## src/rtl/ex_div_sched_if.sv

```systemverilog
// EX1 <-> shared divider scheduler bundle.
// Master is the EX1 issue side, slave is the scheduler.
interface ex_div_sched_if #(
    parameter int XLEN = 32
);
    logic            flush;
    logic            req0;
    logic            req1;
    logic [1:0]      op0;
    logic [1:0]      op1;
    logic [XLEN-1:0] src_a0;
    logic [XLEN-1:0] src_b0;
    logic [XLEN-1:0] src_a1;
    logic [XLEN-1:0] src_b1;
    logic            stall;
    logic            done;
    logic [XLEN-1:0] res0;
    logic [XLEN-1:0] res1;

    modport master (
        output flush, req0, req1, op0, op1,
        output src_a0, src_b0, src_a1, src_b1,
        input  stall, done, res0, res1
    );

    modport slave (
        input  flush, req0, req1, op0, op1,
        input  src_a0, src_b0, src_a1, src_b1,
        output stall, done, res0, res1
    );
endinterface

```

## src/rtl/ex_div_sched.sv

```systemverilog
// Dual-lane divide scheduler: lane 0 then lane 1 on one
// radix-2 restoring divider, stalling EX1 until both finish.
module ex_div_sched #(
    parameter int XLEN = 32
) (
    input  logic          clk,
    input  logic          aresetn,
    ex_div_sched_if.slave bus
);
    localparam int CW = $clog2(XLEN);

    typedef enum logic [1:0] {
        IDLE,
        RUN0,
        RUN1,
        DONE
    } state_t;

    state_t          state_q;
    logic [CW-1:0]   cnt_q;
    logic            mod0_q;
    logic [XLEN-1:0] a0_q;
    logic            req1_q;
    logic [1:0]      op1_q;
    logic [XLEN-1:0] a1_q;
    logic [XLEN-1:0] b1_q;
    logic [XLEN-1:0] quo_q;
    logic [XLEN-1:0] rem_q;
    logic [XLEN-1:0] dvs_q;
    logic            qneg_q;
    logic            rneg_q;
    logic            done_q;
    logic [XLEN-1:0] res0_q;
    logic [XLEN-1:0] res1_q;

    logic [1:0]      s_op;
    logic [XLEN-1:0] s_a;
    logic [XLEN-1:0] s_b;
    logic            s_sa;
    logic            s_sb;
    logic [XLEN-1:0] s_abs_a;
    logic [XLEN-1:0] s_abs_b;

    // Operand setup: fresh inputs when leaving IDLE,
    // the latched lane 1 when moving RUN0 -> RUN1.
    always_comb begin
        s_op = bus.op1;
        s_a  = bus.src_a1;
        s_b  = bus.src_b1;
        if (state_q == IDLE) begin
            if (bus.req0) begin
                s_op = bus.op0;
                s_a  = bus.src_a0;
                s_b  = bus.src_b0;
            end
        end else begin
            s_op = op1_q;
            s_a  = a1_q;
            s_b  = b1_q;
        end
        s_sa    = ~s_op[1] & s_a[XLEN-1];
        s_sb    = ~s_op[1] & s_b[XLEN-1];
        s_abs_a = s_sa ? -s_a : s_a;
        s_abs_b = s_sb ? -s_b : s_b;
    end

    logic [XLEN:0]   it_t;
    logic [XLEN:0]   it_diff;
    logic            it_ge;
    logic [XLEN-1:0] quo_n;
    logic [XLEN-1:0] rem_n;
    logic            cur_mod;
    logic [XLEN-1:0] cur_raw;
    logic            dz;
    logic            last;
    logic [XLEN-1:0] result;

    always_comb begin
        it_t    = {rem_q, quo_q[XLEN-1]};
        it_diff = it_t - {1'b0, dvs_q};
        it_ge   = ~it_diff[XLEN];
        rem_n   = it_ge ? it_diff[XLEN-1:0] : it_t[XLEN-1:0];
        quo_n   = {quo_q[XLEN-2:0], it_ge};
        cur_mod = (state_q == RUN0) ? mod0_q : op1_q[0];
        cur_raw = (state_q == RUN0) ? a0_q : a1_q;
        dz      = (dvs_q == '0);
        last    = dz | (cnt_q == '0);
        result  = '1;
        if (dz) begin
            result = cur_mod ? cur_raw : '1;
        end else if (cur_mod) begin
            result = rneg_q ? -rem_n : rem_n;
        end else begin
            result = qneg_q ? -quo_n : quo_n;
        end
    end

    always_ff @(posedge clk or negedge aresetn) begin
        if (!aresetn) begin
            state_q <= IDLE;
            cnt_q   <= '0;
            mod0_q  <= 1'b0;
            a0_q    <= '0;
            req1_q  <= 1'b0;
            op1_q   <= '0;
            a1_q    <= '0;
            b1_q    <= '0;
            quo_q   <= '0;
            rem_q   <= '0;
            dvs_q   <= '0;
            qneg_q  <= 1'b0;
            rneg_q  <= 1'b0;
            done_q  <= 1'b0;
            res0_q  <= '0;
            res1_q  <= '0;
        end else begin
            done_q <= 1'b0;
            if (bus.flush) begin
                state_q <= IDLE;
                cnt_q   <= '0;
            end else begin
                unique case (state_q)
                    IDLE: begin
                        if (bus.req0 | bus.req1) begin
                            mod0_q  <= bus.op0[0];
                            a0_q    <= bus.src_a0;
                            req1_q  <= bus.req1;
                            op1_q   <= bus.op1;
                            a1_q    <= bus.src_a1;
                            b1_q    <= bus.src_b1;
                            quo_q   <= s_abs_a;
                            rem_q   <= '0;
                            dvs_q   <= s_abs_b;
                            qneg_q  <= s_sa ^ s_sb;
                            rneg_q  <= s_sa;
                            cnt_q   <= CW'(XLEN - 1);
                            state_q <= bus.req0 ? RUN0 : RUN1;
                        end
                    end
                    RUN0: begin
                        if (last) begin
                            res0_q <= result;
                            if (req1_q) begin
                                quo_q   <= s_abs_a;
                                rem_q   <= '0;
                                dvs_q   <= s_abs_b;
                                qneg_q  <= s_sa ^ s_sb;
                                rneg_q  <= s_sa;
                                cnt_q   <= CW'(XLEN - 1);
                                state_q <= RUN1;
                            end else begin
                                done_q  <= 1'b1;
                                state_q <= DONE;
                            end
                        end else begin
                            quo_q <= quo_n;
                            rem_q <= rem_n;
                            cnt_q <= cnt_q - 1'b1;
                        end
                    end
                    RUN1: begin
                        if (last) begin
                            res1_q  <= result;
                            done_q  <= 1'b1;
                            state_q <= DONE;
                        end else begin
                            quo_q <= quo_n;
                            rem_q <= rem_n;
                            cnt_q <= cnt_q - 1'b1;
                        end
                    end
                    DONE: state_q <= IDLE;
                    default: state_q <= IDLE;
                endcase
            end
        end
    end

    assign bus.stall = (state_q == RUN0) | (state_q == RUN1)
                     | ((state_q == IDLE) & (bus.req0 | bus.req1)
                        & ~bus.flush);
    assign bus.done  = done_q;
    assign bus.res0  = res0_q;
    assign bus.res1  = res1_q;
endmodule

```

## src/flat_wrapper.sv

```systemverilog
// flat-port wrapper written by rule: the top's interface ports become plain ports
module ex_div_sched_flat 
#(
    parameter int XLEN = 32
)
  (clk, aresetn, bus_flush, bus_req0, bus_req1, bus_op0, bus_op1, bus_src_a0, bus_src_b0, bus_src_a1, bus_src_b1, bus_stall, bus_done, bus_res0, bus_res1);
  ex_div_sched_if #(.XLEN(XLEN)) bus_i ();
  input  logic clk;
  input  logic aresetn;
  input wire logic [$bits(bus_i.flush)-1:0] bus_flush;
  input wire logic [$bits(bus_i.req0)-1:0] bus_req0;
  input wire logic [$bits(bus_i.req1)-1:0] bus_req1;
  input wire logic [$bits(bus_i.op0)-1:0] bus_op0;
  input wire logic [$bits(bus_i.op1)-1:0] bus_op1;
  input wire logic [$bits(bus_i.src_a0)-1:0] bus_src_a0;
  input wire logic [$bits(bus_i.src_b0)-1:0] bus_src_b0;
  input wire logic [$bits(bus_i.src_a1)-1:0] bus_src_a1;
  input wire logic [$bits(bus_i.src_b1)-1:0] bus_src_b1;
  output wire logic [$bits(bus_i.stall)-1:0] bus_stall;
  output wire logic [$bits(bus_i.done)-1:0] bus_done;
  output wire logic [$bits(bus_i.res0)-1:0] bus_res0;
  output wire logic [$bits(bus_i.res1)-1:0] bus_res1;
  assign bus_i.flush = bus_flush;
  assign bus_i.req0 = bus_req0;
  assign bus_i.req1 = bus_req1;
  assign bus_i.op0 = bus_op0;
  assign bus_i.op1 = bus_op1;
  assign bus_i.src_a0 = bus_src_a0;
  assign bus_i.src_b0 = bus_src_b0;
  assign bus_i.src_a1 = bus_src_a1;
  assign bus_i.src_b1 = bus_src_b1;
  assign bus_stall = bus_i.stall;
  assign bus_done = bus_i.done;
  assign bus_res0 = bus_i.res0;
  assign bus_res1 = bus_i.res1;
  ex_div_sched #(.XLEN(XLEN)) u_core (.clk(clk), .aresetn(aresetn), .bus(bus_i));
endmodule
```

## config.mk

```make
export PLATFORM = sky130hd
export DESIGN_NAME = ex_div_sched_flat
export DESIGN_NICKNAME = d
export VERILOG_FILES = /design/src/rtl/ex_div_sched_if.sv /design/src/rtl/ex_div_sched.sv /design/src/flat_wrapper.sv
export SDC_FILE = /design/constraint.sdc
export NUM_CORES = 1
export LEC_CHECK = 0
export BUFFER_PORTS_ARGS = -buffer_cell sky130_fd_sc_hd__buf_2
export CAP_MARGIN = 15
export CORE_MARGIN = 2
export CORE_UTILIZATION = 25
export DETAILED_ROUTE_END_ITERATION = 6
export PLACE_DENSITY = 0.47
export SYNTH_ARGS = -nofsm -noshare
export SYNTH_HDL_FRONTEND = slang
export SYNTH_SLANG_ARGS = --single-unit
```

## constraint.sdc

```tcl
create_clock -name clk -period 9.19 [get_ports clk]
set_input_delay 1.3785 -clock clk [delete_from_list [all_inputs] [get_ports clk]]
set_output_delay 1.3785 -clock clk [all_outputs]
set_load 0.005 [all_outputs]
```

==> flow_summary.ini, run 1 <==
[sta]
hold_viol_final = 0
worstMarginPinSlew_ns = 1.08
skew_ns = 0.0329
worst_hold_slack_ns = 0.469
max_slew_margin_pct = 27.2
fmax_mhz = 170
post-route-period-util_pct = 64.0
grt_setup_unrepaired = false
period_needed_ns = 5.89
setup_tns_ns = 0
setup_viol = 0
drv_slew = 0

[logic_synthesis]
synth_area_per_cell_um2 = 8.81
syn_nets = 2266
synth_edf_count = 0
synthDistinctLibCells = 89
synth-seq-cells = 270
yosysWarningCount = 0
synth_area_mm2 = 0.0184
synth_top_area_cell = dfrtp_1
seq_area_frac_synth_pct = 36.7
async_flop_share_pct = 100
syn-instance-count = 2087
yosys_most_used_dff = dfrtp_1
yosysTopAreaCellShare_pct = 36.7
synth_area_leaders = dfrtp_1 37%, mux2_2 8.4%, mux2i_1 5.7%, o21ai_0 5.1%, nand2_1 4.9%

[grt]
grt_max_degree = 157
met3_usage_pct = 2.12
antenna_found_initial = 0
use_met1_pct = 24.8
track_usage_pct = 17.0
grt_pass1_vias = 15919
grtUsageMet2_pct = 26.3
grt-busiest-layer = met2
overflow = 0
grt_first_pass_wirelength_um = 99600

[die]
start_util_pct = 25.2
num_rows = 99
die_area_mm2 = 0.0758
core_mm2 = 0.0730
die_w_um = 275
io_pins = 203
die_h_um = 275

[place]
gp_congestion = 0.870
dp_hpwl_um = 49900
port-buffer-count = 202

[power_and_ir_drop]
powerDensity_mw_per_mm2 = 362
finalPower_uw = 7770
leakagePower_uw = 0.00935
irDropWorstVdd_mv = 0.222

[run]
drv_cap = 0

[clock_network]
cts_root_buffer = clkbuf_16
clk_latency_ns = 0.57
cts_setup_buffers = 0
cts_hold_buf = 0
numCtsBuffers = 35
path_clk_slew_ns = 0.07
cts_tree = done
cts_buffer_depth = 3
htreeDepth = 2
cts_sinks = 270
cts_resized = 0

[route]
ant_nets = 0
wl_per_cell_um = 20.3
wl_um = 65000
dr.pass1.iters = 7
vias_per_cell = 5.08
drtIter0Drc = 1240
vias = 16261
drc = 13

[run_status]
status = finished with violations
failed_checks = design-rule violations

[worst_hold_path]
hp-class = flop to flop

[final_layout]
area_delta_synth_final_pct = 16.8
post-route-util_pct = 29.5
nets = 2396
drive_gt1_share_pct = 20.8

[worst_setup_path]
path_class = flop to flop
cp.arrival_ns = 6.30
start_kind = flop
r2r_slack_ns = 3.30
critPathMaxFanout = 33
cp.required_ns = 9.60
cp-end-kind = flop
worst max-delay path, cell delays in order (launching register included):
cell	delay, ns
dfrtp_1	0.45
inv_1	0.07
ha_1	0.20
fa_1	0.41
nor2b_1	0.29
o311a_1	0.23
o211ai_2	0.16
o211ai_2	0.30
a21boi_4	0.14
xnor2_4	0.15
inv_2	0.43
nor2_1	0.08
a21oi_1	0.24
ha_1	0.27
nand2_1	0.07
or4_1	0.48
nor3_1	0.39
and4bb_2	0.35
o22ai_1	0.15
o41ai_1	0.49
xnor2_1	0.11
o21ai_1	0.17
o21ai_1	0.08
cell usage after synthesis (5+ instances only):
cell type,instances
buf_2,18
o211ai_1,22
a211oi_1,24
clkbuf_1,92
and3_1,6
nor2_1,165
o21ai_1,29
a31oi_1,15
nand3_1,27
a22o_1,5
or3_1,18
nor3_1,31
a21oi_1,150
o21ai_0,187
or4_1,11
o21a_1,9
or2_2,9
nor2b_1,18
and2_1,12
nand4_1,16
xnor2_1,61
xor2_1,69
ha_1,41
mux2i_1,104
inv_1,63
buf_1,13
nand2b_1,11
nand2_1,241
mux2_2,138
o31ai_1,31
o221ai_1,6
dfrtp_1,270
a221oi_1,11
nor4_1,19
a21o_1,10
a22oi_1,35
o41ai_1,7
state kept, by name, summed over array words and instances (netlist names):
name,cells
u_core.bus.done,1
u_core.b1_q,32
u_core.state_q,2
u_core.a1_q,32
u_core.bus.res0,32
u_core.bus.res1,32
u_core.rem_q,32
u_core.op1_q,2
u_core.qneg_q,1
u_core.cnt_q,5
u_core.dvs_q,32
u_core.req1_q,1
u_core.rneg_q,1
u_core.a0_q,32
u_core.mod0_q,1
u_core.quo_q,32
area by class of cell:
class / count / area (µm²)
inverter: 67 / 251
clock inverter: 11 / 158
tap: 959 / 1200
antenna: 1 / 2.50
clock buffer: 52 / 1060
timing repair buffer: 223 / 1200
sequential: 270 / 6760
multi-input combinational: 1620 / 10900
fill: 7746 / 51500
kinds of logic after synthesis:
family,synth area share [%]
fa+ha+maj,2.90
xor+xnor,6.34
buf+inv,4.37
flops,36.7
simple gates,15.5
compound gates,19.9
mux,14.3
layout by cell type (no fill, tap or decap), types with 63 or more instances in the layout:
cell and count:
nor2_1 164, mux2_2 138, a21oi_1 150, o21ai_0 187
xor2_1 69, buf_2 200, inv_1 63, nand2_1 238
dfrtp_1 270, mux2i_1 104
layer usage:
| metal | up-vias | wire [µm] |
|---|---|---|
| met4 | 0 | 1630 |
| li1 | 7782 | - |
| met1 | 7976 | 31600 |
| met5 | - | 0 |
| met3 | 82 | 2880 |
| met2 | 421 | 28900 |
power by group:
group          internal [µW]  switching (µW)
clock network            890             573
logic                   1570            2650
registers               1690             396
final timing paths:
| check | depth (start not counted) | start | to |
|---|---|---|---|
| hold / removal | 2 | u_core.bus.res0[4] | u_core.bus.res0[4] |
| setup / recovery | 22 | u_core.quo_q[31] | u_core.bus.res1[28] |
| setup reg to reg | 22 | u_core.quo_q[31] | u_core.bus.res1[28] |
| hold reg to reg | 2 | u_core.bus.res0[4] | u_core.bus.res0[4] |
| max in group asynchronous | 2 | aresetn | u_core.dvs_q[21] |
| min in group asynchronous | 1 | aresetn | u_core.bus.res1[23] |
through the flow:
step,area [µm²],cells,setup WS (ns)
6_report,21500,3203,3.30
4_1_cts,21500,3201,3.34
3_5_place_dp,20300,3138,3.39
2_1_floorplan,18400,2087,4.09
5_1_grt,21500,3202,2.76
3_3_place_gp,20300,3138,3.44
(Power assumes the default switching activity.)
==> inputs of run 2 (changes only) <==
PLACE_DENSITY = 0.48   (was 0.47)
clock period = 5.4 ns   (was 9.19 ns; I/O delays follow)
==> run 2 against run 1 <==
Compared with the run above:
- the run now ends clean
- non-clock buffer count increased by 36
- global-route usage rose by 0.55 points
- sequential share of layout area fell by 0.49 points
==> flow_summary.ini, run 2 (same netlist as run 1, synthesis figures left out) <==
[run_status]
status = finished, final reports clean

[route]
ant_nets = 0
dr.pass1.iters = 5
drtIter0Drc = 1278
wl_per_cell_um = 20.7
vias = 16514
drc = 0
wl_um = 67100
vias_per_cell = 5.08

[worst_setup_path]
critPathMaxFanout = 12
cpMostUsedCell = o21ai_1
slowest_stage = or4_1
max_stage_delay_ns = 0.48
crit_start = u_core.rem_q[22]
crit_family = compound AO/OA/AOI/OAI gates
start_kind = flop
rr_startpoint = u_core.rem_q[22]
cp.required_ns = 5.80
path_class = flop to flop
crit_chain = ha_1 -> a21oi_1 -> o21ai_1 -> a211o_1 -> a311oi_2 -> a21boi_4 -> xnor2_4 -> inv_4 -> a21oi_1 -> ha_1 -> nand2_1 -> or4_1 -> nor3_2 -> and4bb_2 -> o22ai_1 -> o41ai_2 -> xnor2_1 -> o21ai_1 -> o21ai_1
path_buf_inv = 1
cp-end-kind = flop
cp.arrival_ns = 5.38

[power_and_ir_drop]
irDropWorstVdd_mv = 0.323
powerDensity_mw_per_mm2 = 617
clkPwrFrac_pct = 18.7
pwr-share-seq_pct = 26.3
leakagePower_uw = 0.00956
p_int_uw = 7130
swShare_pct = 47.1
p_switching_uw = 6340
combPwrFrac_pct = 55.0

[final_layout]
post-route-util_pct = 29.9
final_common_cell = dfrtp_1
nets = 2434
area_delta_synth_final_pct = 18.7
drive_gt1_share_pct = 22.2
fillers = 7692
final_cell_mix = 270 x dfrtp_1, 238 x nand2_1, 200 x buf_2

[run]
drv_cap = 0

[clock_network]
cts_hold_buf = 0
cts_sinks = 270
cts_root_buffer = clkbuf_16
htreeDepth = 2
numCtsBuffers = 37
cts_buffer_depth = 3
path_clk_slew_ns = 0.06
cts_tree = done
clk_latency_ns = 0.57

[sta]
worstMarginPinSlew_ns = 1.17
drv_slew = 0
max_slew_margin_pct = 21.7
period_needed_ns = 4.98
post-route-period-util_pct = 92.3
worst_hold_slack_ns = 0.262
layout_setup_ws_ns = 0.417
setup_viol = 0
hold_viol_final = 0
fmax_mhz = 201
skew_ns = 0.0263

[place]
dpl_worst_slack_ns = 0.236
gp_congestion = 0.899
port-buffer-count = 202
dp_hpwl_um = 52100

[die]
die_area_mm2 = 0.0758
num_rows = 99
core_mm2 = 0.0730
die_h_um = 275
start_util_pct = 25.2
io_pins = 203
die_w_um = 275

[grt]
overflow = 0
track_usage_pct = 17.6
grt_pass1_vias = 16152
grt_first_pass_wirelength_um = 102000
grt_max_degree = 101
antenna_found_initial = 0

[worst_hold_path]
hp-class = primary input to async pin
## run 2: cell types whose count changed in the layout (fill, tap and decap cells not counted), moves of 2 or more
| cell | before | now |
|---|---|---|
| diode_2 | 1 | 6 |
| buf_12 | 1 | 3 |
| clkinv_4 | 0 | 2 |
| clkinvlp_4 | 5 | 1 |
| clkinv_2 | 2 | 6 |
| buf_4 | 20 | 55 |
## run 2: worst paths after layout
check                                 endpoint  slack, ns  depth (start not counted)
min                        u_core.bus.res1[15]       0.26                          1
max in group asynchronous       u_core.b1_q[4]       4.04                          2
min reg2reg                 u_core.bus.res0[1]       0.47                          2
max reg2reg                u_core.bus.res1[28]       0.42                         19
min in group clk            u_core.bus.res0[1]       0.47                          2
max                        u_core.bus.res1[28]       0.42                         19
## run 2: layout make-up
class	instances	area (µm²)	share of cell area, %
antenna	6	15.0	0.0688
clock buffer	54	1090	5.00
clock inverter	13	151	0.693
inverter	67	254	1.16
multi-input combinational	1620	10900	49.8
sequential	270	6760	30.9
tap	959	1200	5.50
timing repair buffer	259	1490	6.82
## run 2: worst reg2reg max path, delay by kind of cell, from the launching register on
family | cells | cell delay (ns)
AO/OA/AOI/OAI | 10 | 2.38
AND/OR/NAND/NOR | 4 | 1.05
adder cells (fa/ha/maj) | 2 | 0.61
flip-flops | 1 | 0.44
XOR/XNOR | 2 | 0.27
buffers and inverters | 1 | 0.10
## run 2: layer usage
metal	track usage [%]	share of wire, %	wire, µm	up-vias
li1	-	-	-	7886
met1	25.6	48	32000	8083
met2	26.9	44	29600	454
met3	2.18	5.2	3490	91
met4	5.35	3.0	1980	0
met5	0	0	0	-
## run 2: power by group through the flow
stage          registers [µW]  clock network, µW  logic (µW)
2_1_floorplan            3360                  0        5010
3_3_place_gp             3520                  0        7300
3_5_place_dp             3560                  0        7390
4_1_cts                  3530               2590        7410
5_1_grt                  3650               2670        8200
6_report                 3540               2520        7410
## run 2: timing repair
action | CTS | global route
buffers inserted | 0 | 1
endpoints found under the setup margin | 0 | 21
gates resized for setup | 0 | 4
## run 2: per-stage QoR
stage | total power [µW] | TNS [ns] | cells | area (µm²)
final | 13500 | 0 | 3248 | 21800
after global placement | 10800 | 0 | 3174 | 20500
after floorplan | 8370 | 0 | 2087 | 18400
after CTS | 13500 | 0 | 3241 | 21800
after global routing | 14500 | -0.00946 | 3242 | 21800
after detailed placement | 11000 | 0 | 3174 | 20500
